$ cat src/rtl/var_latency_pkg.sv
// Shared helpers for the programmable delay line: constant clog2, default widths
// and the modular subtract that turns the write pointer into the read pointer.
package var_latency_pkg;

   function automatic int unsigned clog2(input int unsigned n);
      int unsigned r;
      r = 0;
      while ((32'd1 << r) < n) r++;
      return r;
   endfunction

   localparam int unsigned MAX_LENGTH_DEF = 16;
   localparam int unsigned LEN_W_DEF      = clog2(MAX_LENGTH_DEF + 1);

   // ptr in 0..modulus-1, len in 1..modulus; wrap by conditional add, not masking
   function automatic int unsigned wrap_sub(input int unsigned ptr,
                                            input int unsigned len,
                                            input int unsigned modulus);
      return (ptr >= len) ? (ptr - len) : (ptr + modulus - len);
   endfunction

endpackage

$ cat src/rtl/var_latency_mod_counter.sv
// Modulo-N up counter with enable and asynchronous active-high reset.
// Wraps explicitly at MODULUS-1, so N need not be a power of two.
module mod_counter
   import var_latency_pkg::*;
#(
   parameter int unsigned MODULUS = 16,
   parameter int unsigned W       = (MODULUS > 1) ? clog2(MODULUS) : 1
) (
   input  logic         clk_i,
   input  logic         rst_i,
   input  logic         en_i,
   output logic [W-1:0] cnt_o
);

   logic [W-1:0] cnt_q, cnt_d;

   always_comb begin
      cnt_d = cnt_q;
      if (en_i) begin
         cnt_d = (cnt_q == W'(MODULUS - 1)) ? '0 : cnt_q + 1'b1;
      end
   end

   always_ff @(posedge clk_i or posedge rst_i) begin
      if (rst_i) begin
         cnt_q <= '0;
      end else begin
         cnt_q <= cnt_d;
      end
   end

   assign cnt_o = cnt_q;

endmodule

$ cat src/rtl/var_latency.sv
// Runtime-programmable delay line: ring of MAX_LENGTH valid-tagged slots, read
// len slots behind the write pointer, flushed on every configuration load.
module var_latency
   import var_latency_pkg::*;
#(
   parameter int unsigned MAX_LENGTH   = MAX_LENGTH_DEF,
   parameter int unsigned WIDTH        = 8,
   parameter int unsigned RESET_LENGTH = MAX_LENGTH,
   localparam int unsigned LEN_W       = clog2(MAX_LENGTH + 1)
) (
   input  logic             clk_i,
   input  logic             rst_i,
   input  logic             en_i,
   input  logic             in_valid_i,
   input  logic [WIDTH-1:0] in_data_i,
   input  logic             cfg_load_i,
   input  logic [LEN_W-1:0] cfg_len_i,
   output logic             out_valid_o,
   output logic [WIDTH-1:0] out_data_o,
   output logic             busy_o,
   output logic [LEN_W-1:0] inflight_o,
   output logic             cfg_err_o
);

   localparam int unsigned PTR_W = (MAX_LENGTH > 1) ? clog2(MAX_LENGTH) : 1;

   logic [PTR_W-1:0]      wr_ptr;
   logic [PTR_W-1:0]      rd_ptr;
   logic                  adv;
   logic [WIDTH-1:0]      data_q [MAX_LENGTH];
   logic [MAX_LENGTH-1:0] valid_q, valid_d;
   logic [LEN_W-1:0]      len_q, len_d;
   logic [LEN_W-1:0]      inflight_q, inflight_d;
   logic                  cfg_err_q, cfg_err_d;

   // a load never advances the ring, whatever en_i says
   assign adv = en_i & ~cfg_load_i;

   mod_counter #(
      .MODULUS (MAX_LENGTH),
      .W       (PTR_W)
   ) u_wr_ptr (
      .clk_i (clk_i),
      .rst_i (rst_i),
      .en_i  (adv),
      .cnt_o (wr_ptr)
   );

   assign rd_ptr = PTR_W'(wrap_sub(32'(wr_ptr), 32'(len_q), MAX_LENGTH));

   assign out_valid_o = valid_q[rd_ptr];
   assign out_data_o  = out_valid_o ? data_q[rd_ptr] : '0;
   assign inflight_o  = inflight_q;
   assign busy_o      = (inflight_q != '0);
   assign cfg_err_o   = cfg_err_q;

   always_comb begin
      len_d      = len_q;
      inflight_d = inflight_q;
      valid_d    = valid_q;
      cfg_err_d  = 1'b0;
      if (cfg_load_i) begin
         inflight_d = '0;
         valid_d    = '0;
         if (cfg_len_i == '0) begin
            len_d     = LEN_W'(1);
            cfg_err_d = 1'b1;
         end else if (cfg_len_i > LEN_W'(MAX_LENGTH)) begin
            len_d     = LEN_W'(MAX_LENGTH);
            cfg_err_d = 1'b1;
         end else begin
            len_d = cfg_len_i;
         end
      end else if (en_i) begin
         valid_d[wr_ptr] = in_valid_i;
         inflight_d      = inflight_q + LEN_W'(in_valid_i) - LEN_W'(out_valid_o);
      end
   end

   always_ff @(posedge clk_i or posedge rst_i) begin
      if (rst_i) begin
         valid_q    <= '0;
         len_q      <= LEN_W'(RESET_LENGTH);
         inflight_q <= '0;
         cfg_err_q  <= 1'b0;
      end else begin
         valid_q    <= valid_d;
         len_q      <= len_d;
         inflight_q <= inflight_d;
         cfg_err_q  <= cfg_err_d;
      end
   end

   // payload storage carries no reset; the valid bits gate everything visible
   always_ff @(posedge clk_i) begin
      if (adv) begin
         data_q[wr_ptr] <= in_data_i;
      end
   end

endmodule

$ cat config.mk
export PLATFORM = sky130hd
export DESIGN_NAME = var_latency
export DESIGN_NICKNAME = d
export VERILOG_FILES = /design/src/rtl/var_latency_pkg.sv /design/src/rtl/var_latency_mod_counter.sv /design/src/rtl/var_latency.sv
export SDC_FILE = /design/constraint.sdc
export NUM_CORES = 1
export LEC_CHECK = 0
export BUFFER_PORTS_ARGS = -buffer_cell sky130_fd_sc_hd__buf_2
export CELL_PAD_IN_SITES_DETAIL_PLACEMENT = 1
export CELL_PAD_IN_SITES_GLOBAL_PLACEMENT = 2
export CORE_MARGIN = 2
export CORE_UTILIZATION = 49
export DETAILED_ROUTE_END_ITERATION = 10
export PLACE_DENSITY_LB_ADDON = 0.12
export SLEW_MARGIN = 25
export SYNTH_ARGS = -nofsm -noshare
export SYNTH_HDL_FRONTEND = slang
export SYNTH_SLANG_ARGS = --single-unit
$ cat constraint.sdc
create_clock -name clk_i -period 11.9 [get_ports clk_i]
set_input_delay 2.38 -clock clk_i [delete_from_list [all_inputs] [get_ports clk_i]]
set_output_delay 2.38 -clock clk_i [all_outputs]
set_load 0.005 [all_outputs]
# [Word-level counts from Yosys, hierarchy flattened]
# Memory sizes are Yosys's and may differ from the RTL's.
# Index checks and enable logic that the tools add are counted.
[word_totals] reg_bits=31 output_inout_bits=16 mem_count=1 inputBits=18 wordCells=43 ramBits=128
[op_classes] magnitude_cmp=5 eq_ne=1 n_bitwise=2 reduce_logical=4 addsub=6 mux=19
[memory_table] memory="data_q" depth=16 word_bits=8 rd=1 rd_ports_with_merged_regs=0 wr=1 line_no="var_latency.sv:30" source="logic [WIDTH-1:0] data_q [MAX_LENGTH];"
[op_table] op="16-bit 2-to-1 mux" count=2
[op_table] op="5-bit 2-to-1 mux" count=4
[op_table] op="16-bit bitwise mux" count=1
[op_table] op="4-bit by 5-bit less-than comparator with 1-bit output, second input constant" count=2
[op_table] op="4-bit by 1-bit adder with 4-bit output, second input constant" count=2
[op_table] op="4-bit 2-to-1 mux" count=2
[op_table] op="8-bit 2-to-1 mux" count=1
[op_table] op="4-bit subtractor" count=2
[op_table] op="1-bit 2-to-1 mux" count=7
[op_table] op="5-bit by 1-bit adder with 5-bit output" count=1
[op_table] op="4-bit by 5-bit >= comparator with 1-bit output" count=1
[op_table] op="5-bit > comparator, second input constant" count=1
[op_table] op="5-bit logical NOT" count=1
[op_table] op="5-bit nonzero test" count=1
[op_table] op="5-bit by 1-bit subtractor with 5-bit output" count=1
[op_table] op="1-bit binary-select mux with 4-bit select" count=1
[op_table] op="1-bit demux with 4-bit select" count=1
[op_table] op="4-bit == test, second input constant" count=1
[op_table] op="4-bit by 1-bit >= comparator with 1-bit output, second input constant" count=1
[op_table] op="2-bit nonzero test" count=1
[op_table] op="1-bit bitwise AND" count=1
[op_table] op="1-bit logical AND" count=1
[op_table] op="1-bit NOT" count=1

# [Longest topological paths before layout]
[logic_depth] word_depth=8 ltp_mapped=20 mapped_depth_nobuf=18

# [Hierarchy]
# A second synthesis with hierarchy kept.
[hier_totals] hier_cells=415 area_unflattened_um2=6766.5
[by_module_without_submodules] module="var_latency" cells_per_inst=398 area_per_inst_um2=6582.6 instances=1 seq_area_each_um2=4494.3
[by_module_without_submodules] module="mod_counter" cells_per_inst=17 area_per_inst_um2=183.9 instances=1 seq_area_each_um2=100.1

# [Least setup slack after synthesis]
# OpenSTA, ideal clock, no wires.
[synth_timing] path_type="register to output" start="register u_wr_ptr.cnt_q[0] (netlist: u_wr_ptr.cnt_o[0])" end="output port out_data_o[5]" stages_incl_launch_ff=10 setup_slack_ps=7038 n_path_buf=2 arrival_time_ps=2482 required_ps=9520 path_cell_list="dfrtp_1 inv_1 ha_1 inv_1 fa_1 buf_2 buf_2 mux4_2 mux2i_1 o22ai_1"
[synth_between] elab_chain_cells=6 word_cells_on_any_way=9 classes_between="add/sub: 3; order compare: 1; mux: 4; memory: 1"
[synth_rtl] element="start, declared" line_no="var_latency_mod_counter.sv:15" source="logic [W-1:0] cnt_q, cnt_d;"
[synth_rtl] element="start signal, assigned" line_no="var_latency_mod_counter.sv:28" source="cnt_q <= cnt_d;"
[synth_rtl] element="4-bit by 1-bit adder with 4-bit output" line_no="var_latency_pkg.sv:19" source="return (ptr >= len) ? (ptr - len) : (ptr + modulus - len);"
[synth_rtl] element="4-bit subtractor" line_no="var_latency_pkg.sv:19"
[synth_rtl] element="4-bit 2-to-1 mux (*)" line_no="var_latency_pkg.sv:19"
[synth_rtl] element="1-bit binary-select mux with 4-bit select" line_no="var_latency.sv:51" source="assign out_valid_o = valid_q[rd_ptr];"
[synth_rtl] element="1-bit 2-to-1 mux (implied by the code)" line_no="var_latency.sv:51"
[synth_rtl] element="8-bit 2-to-1 mux (*)" line_no="var_latency.sv:52" source="assign out_data_o = out_valid_o ? data_q[rd_ptr] : '0;"
[synth_rtl] element="end, declared" line_no="var_latency.sv:19" source="output logic [WIDTH-1:0] out_data_o,"
# Every way passes the cells marked *; elsewhere a longest branch is shown, timed or not. The select of a mux whose other input is x is not followed.

# [Worst setup path after layout]
[layout_timing] start="register u_wr_ptr.cnt_q[0] (netlist: u_wr_ptr.cnt_o[0])" end="output port out_data_o[6]"
# The elaborated chain is that of the path after synthesis.

==> out/results.tsv <==
metric	value	unit
status	completed	
synth.area.top_cells	edfxtp_1, mux4_2, dfrtp_1, mux2i_1, ha_1	
initial_utilization	49.7	%
tightest_slew	1.01	ns
core_area	13700	sq um
path_buf_inv	4	
cts.htree.levels	4	
dieArea	14900	sq um
yosys_warnings	0	
syn-cell-area	6820	sq um
gp_congestion	0.746	
hold_path_class	register to register	
synth_cell_types	40	
die_w	122	um
grt_pass1_wl	22.2	mm
setup.worst_path.class	register to primary output	
powerDensity	216	nW/um^2
postSynthCellCount	403	
drive_above_1_share	24.1	%
crit_family	adder cells	
num_antenna_cells	0	
drv_cap	0	
r2r-start	u_wr_ptr.cnt_o[0]	
crit_slowest_cell	fa_2	
synth_flop_cell	edfxtp_1	
setup_violations	0	
grt_pass1_vias	3851	
cp_data_required_time	9.52	ns
clock-sinks	158	
gr-total-overflow	0	
synth_commonest_cells	edfxtp_1, mux4_2, mux2i_1	
final.period_utilization	50.6	%
die_h	122	um
cts_buffers	17	
maxSlewViolCount	0	
grt_usage	20.9	%
ant_nets	0	
dr.pass1.iters	4	
antenna_found_initial	0	
dr.first_iter.drc_count	335	
boundaryPins	34	
path_cells	inv_1 -> ha_1 -> inv_1 -> fa_2 -> buf_4 -> mux4_2 -> mux2i_1 -> o22ai_1 -> buf_2	
io_buffer_count	33	
end_kind	primary output	
cts_buffer_depth	2	
drc_errors	0	
crit_path_frequent_cell	inv_1	
async_flop_share	19.0	%
post_cts.repair.setup_buffers	0	
wl	13.9	mm
clock_latency	0.42	ns
critical_path.startpoint	u_wr_ptr.cnt_o[0]	
hold_start	valid_q[13]	
cts_hold_buf	0	
vias	3543	
fp-row-count	43	
p_leak	2.92	nW
fin_skew	0.00621	ns
finalSetupTns	0	ns
worstPathArrival	3.64	ns
syn_to_final_growth	13.9	%
wl_per_cell	21.9	um
cts_tree	yes	
finalHoldViolCount	0	
nets	475	
syn_area_per_cell	16.9	sq um
fmax	166	MHz
ir_drop	0.108	mV
synth_edf_count	128	
synth.most_common_cell	edfxtp_1	
relSlewSlack	32.3	%
syn-num-nets	438	
synth_area_leader_cell	edfxtp_1	
cp_max_fo	25	
path_clk_slew	0.06	ns
nFillCells	1260	
regArea	4590	sq um
hpwl	9.01	mm
netlist.area_leader.share	56.4	%
max_stage_delay	0.82	ns
cts_root_buf	clkbuf_16	
multi_input_area	2050	sq um
routed_via_density	5.60	
seq_area_frac_synth	67.4	%
rsz0062_at_grt	no	
cts.repair.resized	0	
yosys_register_bits	158	
startpoint_type	register	
grt_max_degree	37	
final_util	56.6	%
min_period	6.02	ns
-- routing by layer --
layer	vias up	track usage (%)	routed length, um
met2	62	35.7	7400
met5	-	0	0
met4	0	6.47	176
met3	17	4.82	460
met1	1838	26.6	5840
li1	1626	-	-
-- cell families after synthesis --
family | synth area share, %
compound gates | 2.48
xor+xnor | 0.917
fa+ha+maj | 3.34
buf+inv | 2.70
flops | 67.4
mux | 17.4
simple gates | 5.84
-- sequential cells by signal (all words and copies together), names as in the netlist --
signal and count:
data_q 128, inflight_o 5, cfg_err_o 1, len_q 4
valid_q 16, u_wr_ptr.cnt_o 4
-- final timing paths --
check	end	slack (ns)	cells after the start
worst max-delay path	out_data_o[6]	5.88	9
worst min-delay path	valid_q[13]	0.52	2
worst max register to register	inflight_o[4]	6.94	18
worst min register to register	valid_q[13]	0.52	2
max in group asynchronous	valid_q[5]	9.58	3
min in group asynchronous	u_wr_ptr.cnt_o[0]	2.03	3
-- final cells by class --
type                            count  area share [%]
Sequential cell                   158            59.2
Tap cell                          180            2.90
Timing Repair Buffer               39            2.71
Multi-Input combinational cell    206            26.4
Clock inverter                     13            2.40
Inverter                           18           0.870
Clock buffer                       19            5.58
-- power breakdown --
group          total (W)  switching (W)  internal (W)  leakage [nW]
registers       0.000657      0.0000280      0.000629          1.56
clock network   0.000570       0.000217      0.000352         0.292
logic           0.000452       0.000237      0.000216          1.08
total            0.00168       0.000482       0.00120          2.92
-- worst register-to-register path, cell delays in order (launching register included) --
cell,delay [ns]
dfrtp_1,0.41
inv_1,0.17
ha_1,0.20
inv_1,0.06
fa_2,0.82
mux4_2,0.56
mux2i_1,0.19
a21o_1,0.37
nand2_1,0.19
ha_1,0.30
inv_1,0.06
ha_1,0.16
inv_1,0.05
fa_1,0.39
nand2b_1,0.16
a21oi_1,0.18
o21ai_0,0.09
a21boi_1,0.15
mux2_1,0.33
-- metrics by stage --
| step | hold slack (ns) | setup WS (ns) | cells | area, sq um | total power (W) |
|---|---|---|---|---|---|
| floorplan | 0.478 | 7.04 | 403 | 6820 | 0.00103 |
| finish | 0.522 | 5.88 | 633 | 7760 | 0.00168 |
| detailed placement | 0.514 | 6.22 | 601 | 7150 | 0.00113 |
| CTS | 0.527 | 5.78 | 633 | 7760 | 0.00170 |
| global placement | 0.500 | 6.30 | 601 | 7150 | 0.00112 |
| global route | 0.562 | 5.58 | 633 | 7760 | 0.00176 |
-- layout by cell type (no fill, tap or decap), types with 5 or more instances in the layout --
cell,n
nor2_1,32
inv_1,17
mux2i_1,35
o21ai_1,6
o22ai_1,8
ha_1,15
mux4_2,36
clkbuf_16,17
nand2_1,8
buf_2,33
dfrtp_1,30
nor2b_1,6
nand3_1,20
a21oi_1,5
buf_4,6
edfxtp_1,128
(Power assumes the default switching activity.)
